===== config.mk =====
export PLATFORM = sky130hd
export DESIGN_NAME = mc_ctrl_flat
export DESIGN_NICKNAME = d
export VERILOG_FILES = /design/src/rtl/mc_ctrl_pkg.sv /design/src/rtl/mc_ctrl_if.sv /design/src/rtl/mc_wait_timer.sv /design/src/rtl/mc_ctrl.sv /design/src/flat_wrapper.sv
export SDC_FILE = /design/constraint.sdc
export NUM_CORES = 1
export LEC_CHECK = 0
export ABC_CLOCK_PERIOD_IN_PS = 3080
export CORE_MARGIN = 2
export CORE_UTILIZATION = 47
export CTS_BUF_LIST = sky130_fd_sc_hd__clkbuf_8
export CTS_CLUSTER_DIAMETER = 50
export DETAILED_ROUTE_END_ITERATION = 8
export HOLD_SLACK_MARGIN = 0.03
export PLACE_DENSITY_LB_ADDON = 0.12
export SYNTH_ARGS = -nofsm -noshare
export SYNTH_HDL_FRONTEND = slang
export SYNTH_SLANG_ARGS = --single-unit

===== constraint.sdc =====
create_clock -name CLK -period 3.08 [get_ports CLK]
set_input_delay 0.616 -clock CLK [delete_from_list [all_inputs] [get_ports CLK]]
set_output_delay 0.616 -clock CLK [all_outputs]
set_load 0.05 [all_outputs]

===== src/rtl/mc_ctrl_pkg.sv =====
// Shared opcode/funct constants, controller state encoding and datapath mux-select codes.
// MC_CTRL_PERF_EN (optional) adds cycle/instruction counters to mc_ctrl; nothing here depends on it.
package mc_ctrl_pkg;

  localparam logic [5:0] OP_R_FORM = 6'h00;
  localparam logic [5:0] OP_J      = 6'h02;
  localparam logic [5:0] OP_JAL    = 6'h03;
  localparam logic [5:0] OP_BEQ    = 6'h04;
  localparam logic [5:0] OP_BNE    = 6'h05;
  localparam logic [5:0] OP_ADDI   = 6'h08;
  localparam logic [5:0] OP_SLTI   = 6'h0A;
  localparam logic [5:0] OP_ANDI   = 6'h0C;
  localparam logic [5:0] OP_ORI    = 6'h0D;
  localparam logic [5:0] OP_XORI   = 6'h0E;
  localparam logic [5:0] OP_LW     = 6'h23;
  localparam logic [5:0] OP_SW     = 6'h2B;
  localparam logic [5:0] FN_JR     = 6'h08;

  localparam logic [1:0] PCS_ALU     = 2'd0;
  localparam logic [1:0] PCS_ALUOUT  = 2'd1;
  localparam logic [1:0] PCS_JUMP    = 2'd2;
  localparam logic [1:0] PCS_RS      = 2'd3;
  localparam logic [1:0] RD_RT       = 2'd0;
  localparam logic [1:0] RD_RD       = 2'd1;
  localparam logic [1:0] RD_RA       = 2'd2;
  localparam logic [1:0] M2R_ALUOUT  = 2'd0;
  localparam logic [1:0] M2R_MEM     = 2'd1;
  localparam logic [1:0] M2R_PC      = 2'd2;
  localparam logic [1:0] ASB_RDATA2  = 2'd0;
  localparam logic [1:0] ASB_FOUR    = 2'd1;
  localparam logic [1:0] ASB_IMM     = 2'd2;
  localparam logic [1:0] ASB_IMM_SH2 = 2'd3;
  localparam logic [1:0] AOP_ADD     = 2'd0;
  localparam logic [1:0] AOP_SUB     = 2'd1;
  localparam logic [1:0] AOP_FUNCT   = 2'd2;
  localparam logic [1:0] AOP_IMM     = 2'd3;

  typedef enum logic [3:0] {
    S_FETCH, S_DECODE, S_MEMADR, S_MEMRD, S_MEMWB, S_MEMWR, S_EXEC, S_ALUWB,
    S_IEXEC, S_IWB, S_BRANCH, S_JUMP, S_JAL, S_JR, S_BUSERR
  } state_e;

  // S_FETCH doubles as the "undecodable" marker since illegal ops return straight to fetch.
  function automatic state_e dispatch(input logic [5:0] op, input logic [5:0] funct);
    state_e s;
    s = S_FETCH;
    case (op)
      OP_LW, OP_SW:                            s = S_MEMADR;
      OP_R_FORM:                               s = (funct == FN_JR) ? S_JR : S_EXEC;
      OP_BEQ, OP_BNE:                          s = S_BRANCH;
      OP_J:                                    s = S_JUMP;
      OP_JAL:                                  s = S_JAL;
      OP_ADDI, OP_ANDI, OP_ORI, OP_XORI, OP_SLTI: s = S_IEXEC;
      default:                                 s = S_FETCH;
    endcase
    return s;
  endfunction

endpackage


===== src/rtl/mc_ctrl_if.sv =====
// Control bundle between the instruction register/memory and the multicycle datapath controls.
// MC_CTRL_PERF_EN adds CycleCnt/InstrCnt to the bundle.
interface mc_ctrl_if;
  logic [5:0] Op;
  logic [5:0] Funct;
  logic       Zero;
  logic       MemAck;
  logic       PCWrite;
  logic [1:0] PCSrc;
  logic       IRWrite;
  logic       MemReq;
  logic       MemWrite;
  logic       IorD;
  logic       RegWrite;
  logic [1:0] RegDst;
  logic [1:0] MemToReg;
  logic       ALUSrcA;
  logic [1:0] ALUSrcB;
  logic [1:0] ALUOp;
  logic       InstrDone;
  logic       IllegalOp;
  logic       BusErr;
`ifdef MC_CTRL_PERF_EN
  logic [31:0] CycleCnt;
  logic [31:0] InstrCnt;

  modport master (
    input  Op, Funct, Zero, MemAck,
    output PCWrite, PCSrc, IRWrite, MemReq, MemWrite, IorD, RegWrite, RegDst,
           MemToReg, ALUSrcA, ALUSrcB, ALUOp, InstrDone, IllegalOp, BusErr,
           CycleCnt, InstrCnt
  );
  modport slave (
    output Op, Funct, Zero, MemAck,
    input  PCWrite, PCSrc, IRWrite, MemReq, MemWrite, IorD, RegWrite, RegDst,
           MemToReg, ALUSrcA, ALUSrcB, ALUOp, InstrDone, IllegalOp, BusErr,
           CycleCnt, InstrCnt
  );
`else
  modport master (
    input  Op, Funct, Zero, MemAck,
    output PCWrite, PCSrc, IRWrite, MemReq, MemWrite, IorD, RegWrite, RegDst,
           MemToReg, ALUSrcA, ALUSrcB, ALUOp, InstrDone, IllegalOp, BusErr
  );
  modport slave (
    output Op, Funct, Zero, MemAck,
    input  PCWrite, PCSrc, IRWrite, MemReq, MemWrite, IorD, RegWrite, RegDst,
           MemToReg, ALUSrcA, ALUSrcB, ALUOp, InstrDone, IllegalOp, BusErr
  );
`endif
endinterface


===== src/rtl/mc_wait_timer.sv =====
// Counts consecutive unacknowledged memory-request cycles; timeout_o flags the cycle the count hits MAX_WAIT.
// Combinational timeout from the registered count; an ack in that same cycle suppresses it. MAX_WAIT=0 disables.
module mc_wait_timer #(
  parameter int MAX_WAIT = 0,
  parameter int WAIT_W   = 8
) (
  input  logic CLK,
  input  logic RST,
  input  logic req_i,
  input  logic ack_i,
  input  logic clr_i,
  output logic timeout_o
);
  logic [WAIT_W-1:0] cnt_q, cnt_d;

  always_comb begin
    cnt_d = cnt_q + 1'b1;
    if (clr_i || ack_i || !req_i) cnt_d = '0;
  end

  always_ff @(posedge CLK) begin
    if (RST) cnt_q <= '0;
    else     cnt_q <= cnt_d;
  end

  // Fires while the count would step onto MAX_WAIT, so the error state follows MAX_WAIT wait cycles.
  assign timeout_o = (MAX_WAIT != 0) && req_i && !ack_i && (cnt_q == WAIT_W'(MAX_WAIT - 1));

endmodule


===== src/rtl/mc_ctrl.sv =====
// Multicycle control FSM: sequences fetch/decode/execute of one instruction and drives every datapath control.
// Define MC_CTRL_PERF_EN to add the CycleCnt/InstrCnt performance counters.
module mc_ctrl #(
  parameter int MAX_WAIT = 0,
  parameter int WAIT_W   = 8
) (
  input  logic      CLK,
  input  logic      RST,
  mc_ctrl_if.master bus
);
  import mc_ctrl_pkg::*;

  state_e state_q, state_d, dispatch_st;
  logic   mem_req, timeout, bus_err_q;

  assign dispatch_st = dispatch(bus.Op, bus.Funct);
  assign mem_req     = (state_q == S_FETCH) || (state_q == S_MEMRD) || (state_q == S_MEMWR);

  mc_wait_timer #(.MAX_WAIT(MAX_WAIT), .WAIT_W(WAIT_W)) u_wait_timer (
    .CLK       (CLK),
    .RST       (RST),
    .req_i     (mem_req),
    .ack_i     (bus.MemAck),
    .clr_i     (state_d != state_q),
    .timeout_o (timeout)
  );

  always_comb begin
    state_d = state_q;
    case (state_q)
      S_FETCH:  if (bus.MemAck) state_d = S_DECODE; else if (timeout) state_d = S_BUSERR;
      S_DECODE: state_d = dispatch_st;
      S_MEMADR: state_d = (bus.Op == OP_SW) ? S_MEMWR : S_MEMRD;
      S_MEMRD:  if (bus.MemAck) state_d = S_MEMWB; else if (timeout) state_d = S_BUSERR;
      S_MEMWR:  if (bus.MemAck) state_d = S_FETCH; else if (timeout) state_d = S_BUSERR;
      S_EXEC:   state_d = S_ALUWB;
      S_IEXEC:  state_d = S_IWB;
      S_BUSERR: state_d = S_BUSERR;
      default:  state_d = S_FETCH;
    endcase
  end

  always_ff @(posedge CLK) begin
    if (RST) begin
      state_q   <= S_FETCH;
      bus_err_q <= 1'b0;
    end else begin
      state_q   <= state_d;
      bus_err_q <= (state_d == S_BUSERR);
    end
  end

  always_comb begin
    bus.PCWrite   = 1'b0;
    bus.PCSrc     = PCS_ALU;
    bus.IRWrite   = 1'b0;
    bus.MemReq    = mem_req;
    bus.MemWrite  = 1'b0;
    bus.IorD      = 1'b0;
    bus.RegWrite  = 1'b0;
    bus.RegDst    = RD_RT;
    bus.MemToReg  = M2R_ALUOUT;
    bus.ALUSrcA   = 1'b0;
    bus.ALUSrcB   = ASB_RDATA2;
    bus.ALUOp     = AOP_ADD;
    bus.InstrDone = 1'b0;
    bus.IllegalOp = 1'b0;
    bus.BusErr    = bus_err_q;
    case (state_q)
      S_FETCH: begin
        bus.ALUSrcB = ASB_FOUR;
        bus.IRWrite = bus.MemAck;
        bus.PCWrite = bus.MemAck;
      end
      S_DECODE: begin
        bus.ALUSrcB   = ASB_IMM_SH2;
        bus.IllegalOp = (dispatch_st == S_FETCH);
      end
      S_MEMADR: begin
        bus.ALUSrcA = 1'b1;
        bus.ALUSrcB = ASB_IMM;
      end
      S_MEMRD: bus.IorD = 1'b1;
      S_MEMWB: begin
        bus.RegWrite  = 1'b1;
        bus.MemToReg  = M2R_MEM;
        bus.InstrDone = 1'b1;
      end
      S_MEMWR: begin
        bus.MemWrite  = 1'b1;
        bus.IorD      = 1'b1;
        bus.InstrDone = bus.MemAck;
      end
      S_EXEC: begin
        bus.ALUSrcA = 1'b1;
        bus.ALUOp   = AOP_FUNCT;
      end
      S_ALUWB: begin
        bus.RegWrite  = 1'b1;
        bus.RegDst    = RD_RD;
        bus.InstrDone = 1'b1;
      end
      S_IEXEC: begin
        bus.ALUSrcA = 1'b1;
        bus.ALUSrcB = ASB_IMM;
        bus.ALUOp   = (bus.Op == OP_ADDI) ? AOP_ADD : AOP_IMM;
      end
      S_IWB: begin
        bus.RegWrite  = 1'b1;
        bus.InstrDone = 1'b1;
      end
      S_BRANCH: begin
        bus.ALUSrcA   = 1'b1;
        bus.ALUOp     = AOP_SUB;
        bus.PCSrc     = PCS_ALUOUT;
        bus.PCWrite   = (bus.Op == OP_BNE) ? !bus.Zero : bus.Zero;
        bus.InstrDone = 1'b1;
      end
      S_JUMP: begin
        bus.PCWrite   = 1'b1;
        bus.PCSrc     = PCS_JUMP;
        bus.InstrDone = 1'b1;
      end
      // PC+4 already sits in the PC, so the link value and the jump land on the same edge.
      S_JAL: begin
        bus.RegWrite  = 1'b1;
        bus.RegDst    = RD_RA;
        bus.MemToReg  = M2R_PC;
        bus.PCWrite   = 1'b1;
        bus.PCSrc     = PCS_JUMP;
        bus.InstrDone = 1'b1;
      end
      S_JR: begin
        bus.PCWrite   = 1'b1;
        bus.PCSrc     = PCS_RS;
        bus.InstrDone = 1'b1;
      end
      default: ;
    endcase
    if (RST) begin
      bus.PCWrite   = 1'b0;
      bus.IRWrite   = 1'b0;
      bus.MemReq    = 1'b0;
      bus.MemWrite  = 1'b0;
      bus.RegWrite  = 1'b0;
      bus.InstrDone = 1'b0;
      bus.IllegalOp = 1'b0;
    end
  end

`ifdef MC_CTRL_PERF_EN
  logic [31:0] cycle_cnt_q, instr_cnt_q;

  always_ff @(posedge CLK) begin
    if (RST) begin
      cycle_cnt_q <= '0;
      instr_cnt_q <= '0;
    end else begin
      if (state_q != S_BUSERR) cycle_cnt_q <= cycle_cnt_q + 32'd1;
      if (bus.InstrDone)       instr_cnt_q <= instr_cnt_q + 32'd1;
    end
  end

  assign bus.CycleCnt = cycle_cnt_q;
  assign bus.InstrCnt = instr_cnt_q;
`endif

endmodule


===== src/flat_wrapper.sv =====
// flat-port wrapper written by rule: the top's interface ports become plain ports
module mc_ctrl_flat import mc_ctrl_pkg::*;
#(
  parameter int MAX_WAIT = 0,
  parameter int WAIT_W   = 8
)
  (CLK, RST, bus_Op, bus_Funct, bus_Zero, bus_MemAck, bus_PCWrite, bus_PCSrc, bus_IRWrite, bus_MemReq, bus_MemWrite, bus_IorD, bus_RegWrite, bus_RegDst, bus_MemToReg, bus_ALUSrcA, bus_ALUSrcB, bus_ALUOp, bus_InstrDone, bus_IllegalOp, bus_BusErr);
  mc_ctrl_if bus_i ();
  input  logic CLK;
  input  logic RST;
  input wire logic [$bits(bus_i.Op)-1:0] bus_Op;
  input wire logic [$bits(bus_i.Funct)-1:0] bus_Funct;
  input wire logic [$bits(bus_i.Zero)-1:0] bus_Zero;
  input wire logic [$bits(bus_i.MemAck)-1:0] bus_MemAck;
  output wire logic [$bits(bus_i.PCWrite)-1:0] bus_PCWrite;
  output wire logic [$bits(bus_i.PCSrc)-1:0] bus_PCSrc;
  output wire logic [$bits(bus_i.IRWrite)-1:0] bus_IRWrite;
  output wire logic [$bits(bus_i.MemReq)-1:0] bus_MemReq;
  output wire logic [$bits(bus_i.MemWrite)-1:0] bus_MemWrite;
  output wire logic [$bits(bus_i.IorD)-1:0] bus_IorD;
  output wire logic [$bits(bus_i.RegWrite)-1:0] bus_RegWrite;
  output wire logic [$bits(bus_i.RegDst)-1:0] bus_RegDst;
  output wire logic [$bits(bus_i.MemToReg)-1:0] bus_MemToReg;
  output wire logic [$bits(bus_i.ALUSrcA)-1:0] bus_ALUSrcA;
  output wire logic [$bits(bus_i.ALUSrcB)-1:0] bus_ALUSrcB;
  output wire logic [$bits(bus_i.ALUOp)-1:0] bus_ALUOp;
  output wire logic [$bits(bus_i.InstrDone)-1:0] bus_InstrDone;
  output wire logic [$bits(bus_i.IllegalOp)-1:0] bus_IllegalOp;
  output wire logic [$bits(bus_i.BusErr)-1:0] bus_BusErr;
  assign bus_i.Op = bus_Op;
  assign bus_i.Funct = bus_Funct;
  assign bus_i.Zero = bus_Zero;
  assign bus_i.MemAck = bus_MemAck;
  assign bus_PCWrite = bus_i.PCWrite;
  assign bus_PCSrc = bus_i.PCSrc;
  assign bus_IRWrite = bus_i.IRWrite;
  assign bus_MemReq = bus_i.MemReq;
  assign bus_MemWrite = bus_i.MemWrite;
  assign bus_IorD = bus_i.IorD;
  assign bus_RegWrite = bus_i.RegWrite;
  assign bus_RegDst = bus_i.RegDst;
  assign bus_MemToReg = bus_i.MemToReg;
  assign bus_ALUSrcA = bus_i.ALUSrcA;
  assign bus_ALUSrcB = bus_i.ALUSrcB;
  assign bus_ALUOp = bus_i.ALUOp;
  assign bus_InstrDone = bus_i.InstrDone;
  assign bus_IllegalOp = bus_i.IllegalOp;
  assign bus_BusErr = bus_i.BusErr;
  mc_ctrl #(.MAX_WAIT(MAX_WAIT), .WAIT_W(WAIT_W)) u_core (.CLK(CLK), .RST(RST), .bus(bus_i));
endmodule

==> reports/qor.txt <==
Most Crowded Layer GR - met2
Final worst path period share - 97.0%
Worst setup EP type - primary output
HP Class - input pin to flip-flop
Vias in the first global route - 966
DR pass1 iterations - 4
Die Ht - 46.1 µm
Clock power share - 37.3%
Longest Clk Path Bufs - 2
Setup crit start - bus_Op[5]
I/O Pins - 36
Crit path kind - input pin to primary output
Met2 GRT Util - 43.6%
Worst Clk Skew - 0.00308 ns
Final Net Count - 182
Max_cap viols - 0
Post-CTS setup buffer count - 0
Number of synthesized flops with an enable pin - 0
Clock Sink Count - 5
Number of buffers added on ports - 35
CP max stage delay - 0.53 ns
CTS root buf - clkbuf_8
Total track usage - 25.4%
Top FF cell, synth - dfxtp_1
Async S/R FF share, synth - 0%
Switching Fraction - 33.7%
Worst slew margin - 56.9%
Yosys top cell area share - 12.0%
HPWL Detailed - 1.78 mm
Final hold viol count - 0
Num CTS Buffers - 3
Pin count of the biggest net entering global routing - 21
Reg-to-reg startpoint - u_core.state_q[1]
Share of cells above drive strength 1 - 20.6%
Sequential share of the synthesized area - 12.0%
Crit start category - input pin
Antenna cells - 0
CTS H-Tree Depth - 1
Via Count - 1,070
Worst slew pin tran - 0.645 ns
CTS tree - built
Setup Viol. Count Final - 0
CP arrival - 2.37 ns
Hold slack - 0.880 ns
Yosys reg bits - 5
Sequential share of power - 23.3%
CP Cell Sequence - clkdlybuf4s15_1 > or4b_4 > nor3b_2 > xor2_1 > o21bai_1 > a221oi_2 > clkbuf_16
Cell leakage power - 0.000480 µW
Inst Count DP - 178
Most frequent cells after synthesis - nor2_1, a21oi_1, nor3_1, nand2_1, o21ai_0
Post-CTS Hold Buffers - 0
Fmax achieved - 0.335 GHz
Clock transition at the registers of the reported paths - 0.04 ns
Pwr/cell area - 242 mW/mm²
Largest area contributor in the netlist - dfxtp_1
Final min period - 2.99 ns
Die Area - 0.00213 mm²
Switch Pwr - 106 µW
Die width - 46.1 µm
DR DRC count - 0
Synthesized area - 833 µm²
Final wirelength - 2.40 mm
Most common cell in the netlist - nor2_1
CP required - 2.46 ns
Top fanout value on the critical path - 2
Starting Density - 49.3%
Slowest-stage cell, CP - or4b_4
Post-Synthesis Cells - 129
Clock Latency Late Sink - 0.22 ns
Core Area - 0.00169 mm²
Final Non-Filler Cells - 182
Total grt overflow - 0
Yosys cell types - 41
Combinational share of power - 39.5%
Final setup TNS - 0 ns
Via/cell ratio - 5.88
FILL cells - 131
GR Util met1 - 30.6%
Detail Route Antenna Nets - 0
Initial antenna violation count - 0
Synth Net Count - 145
Syn_area_per_cell - 6.46 µm²
Outcome - finished, final reports clean
Layout area overhead - 55.7%
Global-route wire length before repair - 3.99 mm
Gp weighted congestion - 0.821
M3 GR Usage - 6.27%
Final Max Tran Viols - 0
Min-delay src - bus_Op[3]
Initial drt markers - 38
Row cnt - 15
Wire per inst - 13.2 µm
Synth top area cells - dfxtp_1, nor2_1, a21oi_1
Synth warn - 0
Worst VDD drop - 0.286 mV
Int Pwr - 208 µW
## final timing paths
kind         slack, ns  depth (start not counted)                end
min reg2reg       0.88                          3  u_core.state_q[0]
min               0.88                          4  u_core.state_q[2]
max               0.09                          7        bus_PCWrite
max reg2reg       0.93                          6  u_core.bus.BusErr
## registers in the layout (all words and copies together) (netlist names)
register	cells
u_core.bus.BusErr	1
u_core.state_q	4
## power groups by stage
| stage | Clock (µW) | Sequential [µW] | Combinational, µW |
|---|---|---|---|
| after floorplan | 0 | 68.3 | 74.0 |
| after global placement | 0 | 73.7 | 121 |
| after detailed placement | 0 | 73.8 | 124 |
| after CTS | 120 | 72.9 | 123 |
| after global routing | 123 | 73.7 | 134 |
| final | 117 | 73.0 | 124 |
## timing repair
action,in CTS,in global routing
setup endpoints to repair,1,1
cloned,0,0
gates resized for setup,4,5
endpoints found under the hold margin,0,0
pin swaps,5,5
## area by class of cell
class	count	area (µm²)	area share, %
clock inverter	1	3.75	0.289
multi-input combinational	109	672	51.8
tap	17	21.3	1.64
clock buffer	3	41.3	3.18
sequential	5	100	7.71
inverter	2	7.51	0.579
timing repair buffer	45	452	34.8
## worst max-delay path: cells and delay by family
kind | cells | cell delay (ns)
AO/OA/AOI/OAI | 2 | 0.47
XOR/XNOR | 1 | 0.16
AND/OR/NAND/NOR | 2 | 0.72
buffers and inverters | 2 | 0.42
## cell families after synthesis
group	count (synthesis)	share of synthesized area, %
flops	5	12.0
simple gates	71	48.2
compound gates	33	25.7
mux	1	1.20
xor+xnor	4	4.20
buf+inv	15	8.71
## stage by stage
step / utilization, % / power, µW / worst slack [ns] / instance area (µm²)
4_1_cts: 76.6 / 315 / 0.0732 / 1290
3_5_place_dp: 74.2 / 198 / -0.113 / 1250
3_3_place_gp: 74.2 / 195 / -0.0933 / 1250
5_1_grt: 76.8 / 331 / -0.00285 / 1300
2_1_floorplan: - / 142 / 0.0519 / 845
6_report: 76.8 / 314 / 0.0917 / 1300
## routing by layer
layer,share of wire [%],vias to the layer above
met5,0,-
li1,-,540
met1,42,482
met3,4.8,4
met2,52,44
met4,0.79,0
## cells in the final DEF (no fill, tap or decap), types with 2 or more instances in the layout
cell type	n
nor3_1	9
nor3b_1	2
o21bai_1	2
buf_12	3
clkdlybuf4s15_1	2
nor4b_1	2
a22oi_1	2
and4bb_2	2
nor2_1	22
nand3_1	2
xnor2_1	2
clkdlybuf4s50_1	22
o21ai_0	6
xor2_1	2
nand2_1	9
a21oi_1	10
a31oi_1	4
nand2b_1	4
a211oi_1	5
inv_1	3
dfxtp_1	5
clkbuf_8	3
nor2b_1	4
nor4_1	2
buf_4	15
No activity file was read; power rests on OpenSTA's default activity.
